$ cat config.mk
export PLATFORM = sky130hd
export DESIGN_NAME = uart_rx_fsm
export DESIGN_NICKNAME = d
export VERILOG_FILES = /design/src/rtl/uart_rx_fsm.sv
export SDC_FILE = /design/constraint.sdc
export NUM_CORES = 1
export LEC_CHECK = 0
export BUFFER_PORTS_ARGS = -buffer_cell sky130_fd_sc_hd__buf_2
export CORE_ASPECT_RATIO = 1.1
export CORE_MARGIN = 10
export CORE_UTILIZATION = 54
export CTS_BUF_LIST = sky130_fd_sc_hd__clkbuf_8
export DETAILED_ROUTE_END_ITERATION = 12
export MAX_ROUTING_LAYER = met4
export PLACE_DENSITY = 0.77
export RECOVER_POWER = 100
export SLEW_MARGIN = 20
export SYNTH_ARGS = -nofsm -noshare
export SYNTH_HDL_FRONTEND = slang
export SYNTH_SLANG_ARGS = --single-unit
$ cat constraint.sdc
create_clock -name clk -period 1.8 [get_ports clk]
set_clock_uncertainty 0.05 [all_clocks]
set_input_delay 0.18 -clock clk [delete_from_list [all_inputs] [get_ports clk]]
set_output_delay 0.18 -clock clk [all_outputs]
set_load 0.01 [all_outputs]
$ cat src/rtl/uart_rx_fsm.sv
// UART receiver: synchronizes rx, finds the start edge, samples each bit at its centre
// and hands complete words downstream on a valid/ready handshake with error pulses.
module uart_rx_fsm #(
  parameter int CLKS_PER_BIT = 16,
  parameter int DATA_BITS    = 8,
  parameter bit MSB_FIRST    = 1'b1
) (
  input  logic                 clk,
  input  logic                 reset,
  input  logic                 rx,
  input  logic                 ready,
  output logic [DATA_BITS-1:0] dataout,
  output logic                 valid,
  output logic                 frame_err,
  output logic                 overrun,
  output logic                 busy
);

  localparam int CNT_W = $clog2(CLKS_PER_BIT);
  localparam int BIT_W = $clog2(DATA_BITS + 1);
  localparam int IDX_W = $clog2(DATA_BITS);

  localparam logic [CNT_W-1:0] CNT_ZERO = {CNT_W{1'b0}};
  localparam logic [CNT_W-1:0] CNT_ONE  = {{(CNT_W-1){1'b0}}, 1'b1};
  localparam logic [CNT_W-1:0] CNT_LAST = CNT_W'(CLKS_PER_BIT - 1);
  localparam logic [CNT_W-1:0] CNT_HALF = CNT_W'(CLKS_PER_BIT / 2 - 1);
  localparam logic [BIT_W-1:0] BIT_ZERO = {BIT_W{1'b0}};
  localparam logic [BIT_W-1:0] BIT_ONE  = {{(BIT_W-1){1'b0}}, 1'b1};
  localparam logic [BIT_W-1:0] BIT_LAST = BIT_W'(DATA_BITS - 1);
  localparam logic [IDX_W-1:0] IDX_TOP  = IDX_W'(DATA_BITS - 1);

  typedef enum logic [1:0] {
    IDLE  = 2'd0,
    START = 2'd1,
    DATA  = 2'd2,
    STOP  = 2'd3
  } state_t;

  state_t               state_r, state_n;
  logic                 rx_meta_r, rx_sync_r, rx_prev_r;
  logic [CNT_W-1:0]     cnt_r, cnt_n;
  logic [BIT_W-1:0]     bit_idx_r, bit_idx_n;
  logic [DATA_BITS-1:0] shift_r, shift_n;
  logic [DATA_BITS-1:0] dataout_r, dataout_n;
  logic                 valid_r, valid_n;
  logic                 frame_err_r, frame_err_n;
  logic                 overrun_r, overrun_n;
  logic                 busy_r;

  // Position in the word where the data bit with index idx is stored.
  function automatic logic [IDX_W-1:0] bit_pos(input logic [IDX_W-1:0] idx);
    if (MSB_FIRST) begin
      bit_pos = IDX_TOP - idx;
    end else begin
      bit_pos = idx;
    end
  endfunction

  // Two-flop synchronizer plus one delayed copy for falling-edge detection.
  always_ff @(posedge clk or posedge reset) begin
    if (reset) begin
      rx_meta_r <= 1'b1;
      rx_sync_r <= 1'b1;
      rx_prev_r <= 1'b1;
    end else begin
      rx_meta_r <= rx;
      rx_sync_r <= rx_meta_r;
      rx_prev_r <= rx_sync_r;
    end
  end

  // State, datapath and output registers.
  always_ff @(posedge clk or posedge reset) begin
    if (reset) begin
      state_r     <= IDLE;
      cnt_r       <= CNT_ZERO;
      bit_idx_r   <= BIT_ZERO;
      shift_r     <= {DATA_BITS{1'b0}};
      dataout_r   <= {DATA_BITS{1'b0}};
      valid_r     <= 1'b0;
      frame_err_r <= 1'b0;
      overrun_r   <= 1'b0;
      busy_r      <= 1'b0;
    end else begin
      state_r     <= state_n;
      cnt_r       <= cnt_n;
      bit_idx_r   <= bit_idx_n;
      shift_r     <= shift_n;
      dataout_r   <= dataout_n;
      valid_r     <= valid_n;
      frame_err_r <= frame_err_n;
      overrun_r   <= overrun_n;
      busy_r      <= (state_n != IDLE);
    end
  end

  // Next-state, bit timing and delivery decisions.
  always_comb begin
    state_n     = state_r;
    cnt_n       = cnt_r;
    bit_idx_n   = bit_idx_r;
    shift_n     = shift_r;
    dataout_n   = dataout_r;
    frame_err_n = 1'b0;
    overrun_n   = 1'b0;
    if (valid_r && ready) begin
      valid_n = 1'b0;
    end else begin
      valid_n = valid_r;
    end

    case (state_r)
      IDLE: begin
        if (rx_prev_r && !rx_sync_r) begin
          state_n = START;
          cnt_n   = CNT_ZERO;
        end else begin
          state_n = IDLE;
        end
      end
      START: begin
        // A start bit that is high again at its centre was only a glitch.
        if (cnt_r == CNT_HALF) begin
          cnt_n     = CNT_ZERO;
          bit_idx_n = BIT_ZERO;
          if (!rx_sync_r) begin
            state_n = DATA;
          end else begin
            state_n = IDLE;
          end
        end else begin
          cnt_n = cnt_r + CNT_ONE;
        end
      end
      DATA: begin
        if (cnt_r == CNT_LAST) begin
          shift_n[bit_pos(bit_idx_r[IDX_W-1:0])] = rx_sync_r;
          cnt_n     = CNT_ZERO;
          bit_idx_n = bit_idx_r + BIT_ONE;
          if (bit_idx_r == BIT_LAST) begin
            state_n = STOP;
          end else begin
            state_n = DATA;
          end
        end else begin
          cnt_n = cnt_r + CNT_ONE;
        end
      end
      STOP: begin
        if (cnt_r == CNT_LAST) begin
          cnt_n   = CNT_ZERO;
          state_n = IDLE;
          if (rx_sync_r) begin
            // A held word that is not being accepted wins over the new one.
            if (!valid_r || ready) begin
              dataout_n = shift_r;
              valid_n   = 1'b1;
            end else begin
              overrun_n = 1'b1;
            end
          end else begin
            frame_err_n = 1'b1;
          end
        end else begin
          cnt_n = cnt_r + CNT_ONE;
        end
      end
      default: begin
        state_n = IDLE;
        cnt_n   = CNT_ZERO;
      end
    endcase
  end

  assign dataout   = dataout_r;
  assign valid     = valid_r;
  assign frame_err = frame_err_r;
  assign overrun   = overrun_r;
  assign busy      = busy_r;

endmodule

# Word level (Yosys, flattened, before mapping)
# Cells that the tools add are included.
[op_classes] n_addsub=3 order_cmp=2 eq_ne=9 muxes=31 n_reduce_logical=13
[op_table] op="two-way mux 4 bit" n=5
[op_table] op="two-way mux 1 bit" n=15
[op_table] op="one-hot mux 4 bit (3 select lines)" n=1
[op_table] op="adder 4 x 1 -> 4 bit, second input constant" n=2
[op_table] op="bitwise mux 8 bit" n=1
[op_table] op="equality test 4 x 3 -> 1 bit, second input constant" n=2
[op_table] op="two-way mux 2 bit" n=4
[op_table] op="one-hot mux 2 bit (4 select lines)" n=1
[op_table] op="one-hot mux 4 bit (2 select lines)" n=1
[op_table] op="two-way mux 3 bit" n=2
[op_table] op="inequality test 2 bit, second input constant" n=3
[op_table] op="equality test 2 bit, second input constant" n=2
[op_table] op="equality test 4 bit, second input constant" n=1
[op_table] op="less-than comparator 3 x 4 -> 1 bit, second input constant" n=1
[op_table] op="AND reduction 4 bit" n=1
[op_table] op="nonzero test 2 bit" n=2
[op_table] op="demux 1 bit (select 3 bit)" n=1
[op_table] op=">= comparator 3 x 1 -> 1 bit, second input constant" n=1
[op_table] op="logical AND 1 bit" n=3
[op_table] op="AND reduction 3 bit" n=1
[op_table] op="subtractor 3 bit, first input constant" n=1
[op_table] op="equality test 2 x 1 -> 1 bit, second input constant" n=1
[op_table] op="logical NOT 1 bit" n=2
[op_table] op="logical NOT 2 bit" n=1
[op_table] op="other kinds (3)" n=3
[totals] ff_bits=33 output_inout_bits=12 wordCells=70

# Depth between registers and ports, before layout
# Gate-level depths: netlist of the first run.
[depth] word_depth=8 depth_mapped=7

# Worst setup path before layout of the first run
# No wires, ideal clock.
[synth_timing] path_kind="register to register" startpoint="reg cnt_r[0]" endpoint="reg dataout_r[0] (netlist: dataout[0])" t_arrival_ns=1.597 required_ns=1.625 setup_slack_ns=0.028 stages_incl_launch_ff=8 n_path_buf=3 path_cell_list="dfrtp_1 -> ha_1 -> buf_4 -> and4_4 -> buf_6 -> and4_4 -> buf_12 -> mux2_4"
[synth_via] elab_chain_len=2
[synth_rtl] element="from (decl)" line="41" text="logic [CNT_W-1:0] cnt_r, cnt_n;"
[synth_rtl] element="from (signal assigned)" line="86" text="cnt_r <= cnt_n;"
[synth_rtl] element="equality test 4 bit" line="150" text="if (cnt_r == CNT_LAST) begin"
[synth_rtl] element="AND reduction 4 bit (no line)"
[synth_rtl] element="to (signal assigned)" line="79" text="dataout_r <= {DATA_BITS{1'b0}};"
[synth_rtl] element="to (signal assigned)" line="89" text="dataout_r <= dataout_n;"
[synth_rtl] element="to (decl)" line="44" text="logic [DATA_BITS-1:0] dataout_r, dataout_n;"
# No other way between the ends.
# A chain may end at the register's enable or synchronous reset.

# Worst setup path in the final report of the first run
# Same ends and word-level chain as after synthesis.

==> summary.md, run 1 <==
| Metric | Value |
|---|---|
| Vertical die dimension | 76.5 µm |
| Highest Clock Rate | 574 MHz |
| Die X | 71.4 µm |
| Min Clock Period, post-route | 1.74 ns |
| Number of enable flip-flop cells after synthesis | 0 |
| Power density cells | between 1000 and 1500 nW/µm² |
| Clock buffer count from CTS | 5 |
| Post-route fraction of the period consumed by the critical path | 96.8% |
| Non-filler instance count after layout | 183 |
| Inst Count DP | 172 |
| CTS sink cnt | 33 |
| Run status | completed |
| Post-synthesis cell area | 1570 µm² |
| Final setup violation count | 0 |
| Wire length of the first global-routing pass | a little over 5000 µm |
| Post-DP HPWL | 2060 µm |
| Routed WL per cell | 16.3 µm |
| Initial Util | about 56% |
| CP Max Fanout | 8 |
| Startpoint type of the worst setup path | flop |
| Max-slew violations | 0 |
| RePlAce Congestion | roughly 0.85 |
| Number of nets at the end of the flow | about 160 |
| Share of post-route cells with drive strength above 1 | between 30% and 40% |
| Setup Total Neg Slack | 0 ns |
| Violation count after the first detailed-routing iteration | 61 |
| Critical path data arrival time | around 1.9 ns |
| RSZ-0062 raised after global routing | no |
| Top Ports | 16 |
| Number of antenna violations at the first check in global routing | 0 |
| Max Buffers Root-to-Sink | 2 |
| Mean post-synth cell area | about 12 µm² |
| Ys flop type | dfrtp_1 |
| Final core area utilization | 64.3% |
| Sequential-to-total area share from yosys stat | 53.0% |
| Worst-skew pair later-pin latency | slightly below 0.3 ns |
| Post-synthesis sequential element count | 33 |
| Max-cap violations | 0 |
| CTS tree | yes |
| Area added between synthesis and finish | 14.1% |
| Worst Slack Setup Final | 0.0571 ns |
| DRT antenna net count | 0 |
| Final Hold Vio Count | 0 |
| Headroom to the max-slew limit | around 64% |
| Number of synthesis warnings | 0 |
| R2R setup slack | 0.06 ns |
| Dpl ws | 0.0903 ns |
| Placeable Area | 2780 µm² |
| Actual transition at the worst max-transition pin | 0.533 ns |
| Antenna fix cells | 0 |
| Residual DRC count | 0 |
| Hold crit path type | input pin to flop |
| Critical Setup Path Class | flop to flop |
| Syn_nets | approximately 130 |
| CTS root buffer | clkbuf_8 |
| Number of global-route vias before repair | 1,072 |
| Cell type contributing the most total cell area after synthesis | dfrtp_1 |
| Synth top area cells | dfrtp_1 48%, mux2_4 7.7%, mux2_2 5.8%, dfstp_2 5.0%, nor2_1 2.2% |
| Cell count after synthesis | approximately 130 |
| First-pass DRT Iterations | 4 |
| Global router's overall resource usage | between 10% and 20% |
| DRT Wirelength | slightly below 3000 µm |
| Max VDD drop | 0.744 mV |
| Count of standard-cell rows | 20 |
| Clock transition at the registers of the reported paths | 0.07 ns |
| Required time at the worst-slack endpoint | around 1.9 ns |
| Fraction of registers with async set/reset | 100% |
| Total congestion overflow after global routing | 0 |
| Unique cell type count in the Yosys netlist | 42 |
| Fraction of post-synthesis cell area in the top cell type by area | about 48% |
| Die footprint | ~5500 µm² |
| CTS HTree Levels | 2 |
| Number of vias in the routed layout | 1,043 |
| Number of vias per cell | around 5.7 |
| Leakage dissipation | 0.800 nW |
| Port Buf Inserts | 15 |
| Crit. End Element | flop |
| Pin count of the biggest net entering global routing | 21 |
what timing repair did:
| item | in CTS | in global routing |
|---|---|---|
| buffers inserted | 0 | 1 |
| setup endpoints to repair | 0 | 3 |
| hold buffers | 2 | 0 |
| hold endpoints to repair | 11 | 0 |
| resized for setup | 0 | 2 |
cell usage in the layout (no fill, tap or decap), types with 2 or more instances in the layout:
cell type      instances
nor3_1                 4
nand2b_1               2
nand3_1                4
clkbuf_1              12
a311oi_1               2
mux2_2                 8
ha_1                   2
buf_4                  7
clkbuf_8               7
dfrtp_1               30
and4_4                 2
dfstp_2                2
nor4_1                 2
nand4_1                2
a21oi_1                6
nor2_1                 9
mux2_4                 8
buf_2                  3
inv_1                  6
dlygate4sd3_1          2
nand4b_1               2
o2bb2ai_1              2
nand2_1                2
power by group:
part	switching [W]	internal, W
logic	0.000265	0.000206
registers	0.0000999	0.000827
clock network	0.000259	0.000345
worst max-delay path: stages, from the launching register on:
cell and delay [ns]:
dfrtp_1 0.40, ha_1 0.25, and4_4 0.25, and4_4 0.35
mux2_4 0.32
area by class of cell:
type	instances	area [µm²]
clock buffers	7	96.3
multi-input cells	77	647
well taps	33	41.3
inverters	6	22.5
flip-flops and latches	33	830
fillers	217	991
clock inverters	1	5.00
repair buffers	26	145
logic make-up (layout without fill, tap and decap cells):
logic type,after synthesis,in the layout,synth area share (%)
AOI/OAI and AO/OA,18,18,8.07
xor gates and xnor gates,2,2,1.12
buffers and inverters,16,40,6.47
DFF,33,33,53.0
muxes,17,17,14.1
adders and majority gates,2,2,1.60
and+or+nand+nor,38,38,15.7
state kept, by name, summed over array words and instances, names as in the netlist, 2 cells and up:
name / cells
dataout: 8
state_r: 2
cnt_r: 4
shift_r: 8
bit_idx_r: 4
layer usage:
metal	up-vias	global-route usage (%)	wire [µm]
met1	512	12.6	1240
met3	9	5.47	176
met2	22	18.4	1500
met4	0	5.62	70
li1	500	-	-
met5	-	-	0
cells in the mapped netlist, types with 2 or more instances:
| library cell | count |
|---|---|
| a21oi_1 | 6 |
| a311oi_1 | 2 |
| and4_4 | 2 |
| buf_2 | 2 |
| buf_4 | 2 |
| buf_6 | 2 |
| clkbuf_1 | 3 |
| dfrtp_1 | 30 |
| dfstp_2 | 3 |
| ha_1 | 2 |
| inv_1 | 6 |
| mux2_2 | 8 |
| mux2_4 | 8 |
| nand2_1 | 2 |
| nand2b_1 | 2 |
| nand3_1 | 4 |
| nand4_1 | 2 |
| nand4b_1 | 2 |
| nor2_1 | 9 |
| nor3_1 | 4 |
| nor4_1 | 3 |
| o2bb2ai_1 | 2 |
path summary, 6_finish.rpt:
path | from | end | cells after the start
max | cnt_r[0] | dataout[0] | 4
min | ready | overrun | 3
max reg2reg | cnt_r[0] | dataout[0] | 4
min reg2reg | rx_meta_r | rx_sync_r | 0
max in group asynchronous | reset | shift_r[2] | 4
min in group asynchronous | reset | overrun | 3
stage by stage:
| step | hold slack (ns) | total power, W | instance area (µm²) |
|---|---|---|---|
| 5_1_grt | 0.115 | 0.00212 | 1790 |
| 6_report | 0.101 | 0.00200 | 1790 |
| 2_1_floorplan | 0.134 | 0.00130 | 1570 |
| 3_5_place_dp | 0.222 | 0.00141 | 1680 |
| 4_1_cts | 0.0967 | 0.00202 | 1800 |
| 3_3_place_gp | 0.216 | 0.00137 | 1680 |
(Power assumes the default switching activity.)
==> run 2: changes to the inputs <==
--- a/config.mk
+++ b/config.mk
@@ -6,11 +6,12 @@
 export NUM_CORES = 1
 export LEC_CHECK = 0
 export BUFFER_PORTS_ARGS = -buffer_cell sky130_fd_sc_hd__buf_2
-export CORE_ASPECT_RATIO = 1.1
+export CORE_ASPECT_RATIO = 0.7
 export CORE_MARGIN = 10
 export CORE_UTILIZATION = 54
 export CTS_BUF_LIST = sky130_fd_sc_hd__clkbuf_8
 export DETAILED_ROUTE_END_ITERATION = 12
+export GPL_ROUTABILITY_DRIVEN = 0
 export MAX_ROUTING_LAYER = met4
 export PLACE_DENSITY = 0.77
 export RECOVER_POWER = 100
==> run 2 against run 1 <==
  * Sequential share of layout area up 0.16 points
  * Sequential cell count is the same
  * Non-clock buffer count grew 2
  * Power shrank 1.5%
  * Clock power shrank 8.1%
  * Combinational power increased by 3%
  * Register-to-register slack about the same
  * Worst setup slack gained 0.0065 ns
  * Die area increased by 0.58%
  * Largest power group unchanged
  * Highest routed layer unchanged
==> summary.md, run 2 (synthesized netlist as in run 1, its figures left out) <==
| Metric | Value |
|---|---|
| Run status | completed (unchanged) |
| CP max stage cell | dfrtp_1 (unchanged) |
| Highest-count cells in the layout ignoring fill and taps | 30 x dfrtp_1, 14 x clkbuf_1, 9 x nor2_1 (was 30 x dfrtp_1, 12 x clkbuf_1, 9 x nor2_1) |
| Critical Path Max Stage Delay | 0.39 ns (was 0.40 ns) |
| Non-filler instance count after layout | 188 (was 183) |
| Critical path data arrival time | 1.85 ns (was 1.86 ns) |
| CTS sink cnt | 33 (unchanged) |
| DRT Wirelength | 3260 µm (was 2980 µm) |
| Required time at the worst-slack endpoint | 1.92 ns (was 1.91 ns) |
| Clock buffer count from CTS | 5 (unchanged) |
| Post-route fraction of the period consumed by the critical path | 96.5% (was 96.8%) |
| Setup Total Neg Slack | 0 ns (unchanged) |
| CTS root buffer | clkbuf_8 (unchanged) |
| Fillcell total | 215 (was 217) |
| CTS tree | yes (unchanged) |
| CP Max Fanout | 8 (unchanged) |
| Power density cells | 1110 nW/µm² (was 1120 nW/µm²) |
| Hold crit path type | input pin to flop (unchanged) |
| Pin count of the biggest net entering global routing | 34 (was 21) |
| Inst Count DP | 175 (was 172) |
| Critical Setup Path Class | flop to flop (unchanged) |
| DRT antenna net count | 0 (unchanged) |
| Top Ports | 16 (unchanged) |
| FF-to-FF Start | cnt_r[0] (unchanged) |
| Total congestion overflow after global routing | 0 (unchanged) |
| Number of global-route vias before repair | 1,073 (was 1,072) |
| Post-DP HPWL | 2180 µm (was 2060 µm) |
| Beginning of the critical path | cnt_r[0] (unchanged) |
| Max-slew violations | 0 (unchanged) |
| Global router's overall resource usage | 12.1% (was 11.9%) |
| Number of vias in the routed layout | 1,081 (was 1,043) |
| Headroom to the max-slew limit | 47.4% (was 64.4%) |
| Most common library cell in the layout ignoring fill and taps | dfrtp_1 (unchanged) |
| Max VDD drop | 0.639 mV (was 0.744 mV) |
| Number of vias per cell | 5.75 (was 5.70) |
| Routed WL per cell | 17.4 µm (was 16.3 µm) |
| Final setup violation count | 0 (unchanged) |
| Number of nets at the end of the flow | 157 (was 155) |
| Residual DRC count | 0 (unchanged) |
| Vertical die dimension | 65.1 µm (was 76.5 µm) |
| Final Hold Vio Count | 0 (unchanged) |
| Max-cap violations | 0 (unchanged) |
| Count of standard-cell rows | 16 (was 20) |
| Worst-skew pair later-pin latency | 0.29 ns (about the same) |
| Violation count after the first detailed-routing iteration | 119 (was 61) |
| Die footprint | 5490 µm² (was 5460 µm²) |
| Port Buf Inserts | 15 (unchanged) |
| CTS HTree Levels | 2 (unchanged) |
| Number of antenna violations at the first check in global routing | 0 (unchanged) |
| Initial Util | 56.3% (was 56.4%) |
| Crit. End Element | flop (unchanged) |
| Highest Clock Rate | 576 MHz (was 574 MHz) |
| First-pass DRT Iterations | 4 (unchanged) |
| Min Clock Period, post-route | 1.74 ns (about the same) |
| Antenna fix cells | 0 (unchanged) |
| Area added between synthesis and finish | 13.7% (was 14.1%) |
| Worst Hold Launch | ready (unchanged) |
| Startpoint type of the worst setup path | flop (unchanged) |
| Share of post-route cells with drive strength above 1 | 27.6% (was 30.0%) |
| Wire length of the first global-routing pass | 5200 µm (was 5140 µm) |
| Max Buffers Root-to-Sink | 2 (unchanged) |
| Crit-path cells | ha_1 > and4_2 > and4_4 > mux2_4 (was ha_1 > and4_4 > and4_4 > mux2_4) |
| RSZ-0062 raised after global routing | no (unchanged) |
| Clock transition at the registers of the reported paths | 0.07 ns (about the same) |
| Placeable Area | 2780 µm² (about the same) |
| Actual transition at the worst max-transition pin | 0.790 ns (was 0.533 ns) |
| Leakage dissipation | 0.800 nW (about the same) |
| Die X | 84.4 µm (was 71.4 µm) |
run 2: final cells by class:
cell class              instances  area, µm²  area share (%)
multi-input cells              77        641            36.0
well taps                      36       45.0            2.53
repair buffers                 28        153            8.57
inverters                       6       22.5            1.26
clock buffers                   6       82.6            4.64
flip-flops and latches         33        830            46.6
clock inverters                 2       7.51           0.422
run 2: final timing paths:
| kind | cells after the start | end | slack [ns] |
|---|---|---|---|
| worst min-delay path | 3 | overrun | 0.12 |
| worst max register to register | 4 | dataout[0] | 0.06 |
| min in group asynchronous | 4 | cnt_r[2] | 0.62 |
| worst min register to register | 0 | rx_sync_r | 0.31 |
| max in group asynchronous | 4 | shift_r[0] | 0.58 |
| worst max-delay path | 4 | dataout[0] | 0.06 |
run 2: where the power goes:
group	switching (W)	internal, W
clock network	0.000255	0.000300
logic	0.000279	0.000206
registers	0.000104	0.000827
total	0.000639	0.00133
run 2: what timing repair did:
item	4_1_cts	5_1_grt
setup buffers	0	3
hold buffers	2	0
resized for setup	0	2
endpoints found under the hold margin	31	0
endpoints found under the setup margin	0	2
run 2: worst max-delay path, delay by kind of cell (launching register included):
kind | cells | cell delay (ns)
AND/OR/NAND/NOR | 2 | 0.62
flip-flops | 1 | 0.39
multiplexers | 1 | 0.32
adder cells (fa/ha/maj) | 1 | 0.24
run 2: routing by layer:
metal,track usage [%],wire length [µm],vias to the layer above
met1,14.9,1530,533
met2,17.1,1450,37
met5,-,0,-
met4,5.12,30,0
met3,5.12,247,6
li1,-,-,505
run 2: metrics by stage:
step	hold WS [ns]	power, W	area, µm²	utilization (%)	setup WS (ns)
floorplan	0.134	0.00130	1570	-	0.0277
CTS	0.131	0.00197	1780	63.9	0.0714
detailed placement	0.238	0.00141	1670	59.9	0.0806
finish	0.125	0.00197	1780	64.0	0.0637
global placement	0.226	0.00137	1670	59.9	0.128
global route	0.160	0.00207	1780	64.0	0.00674
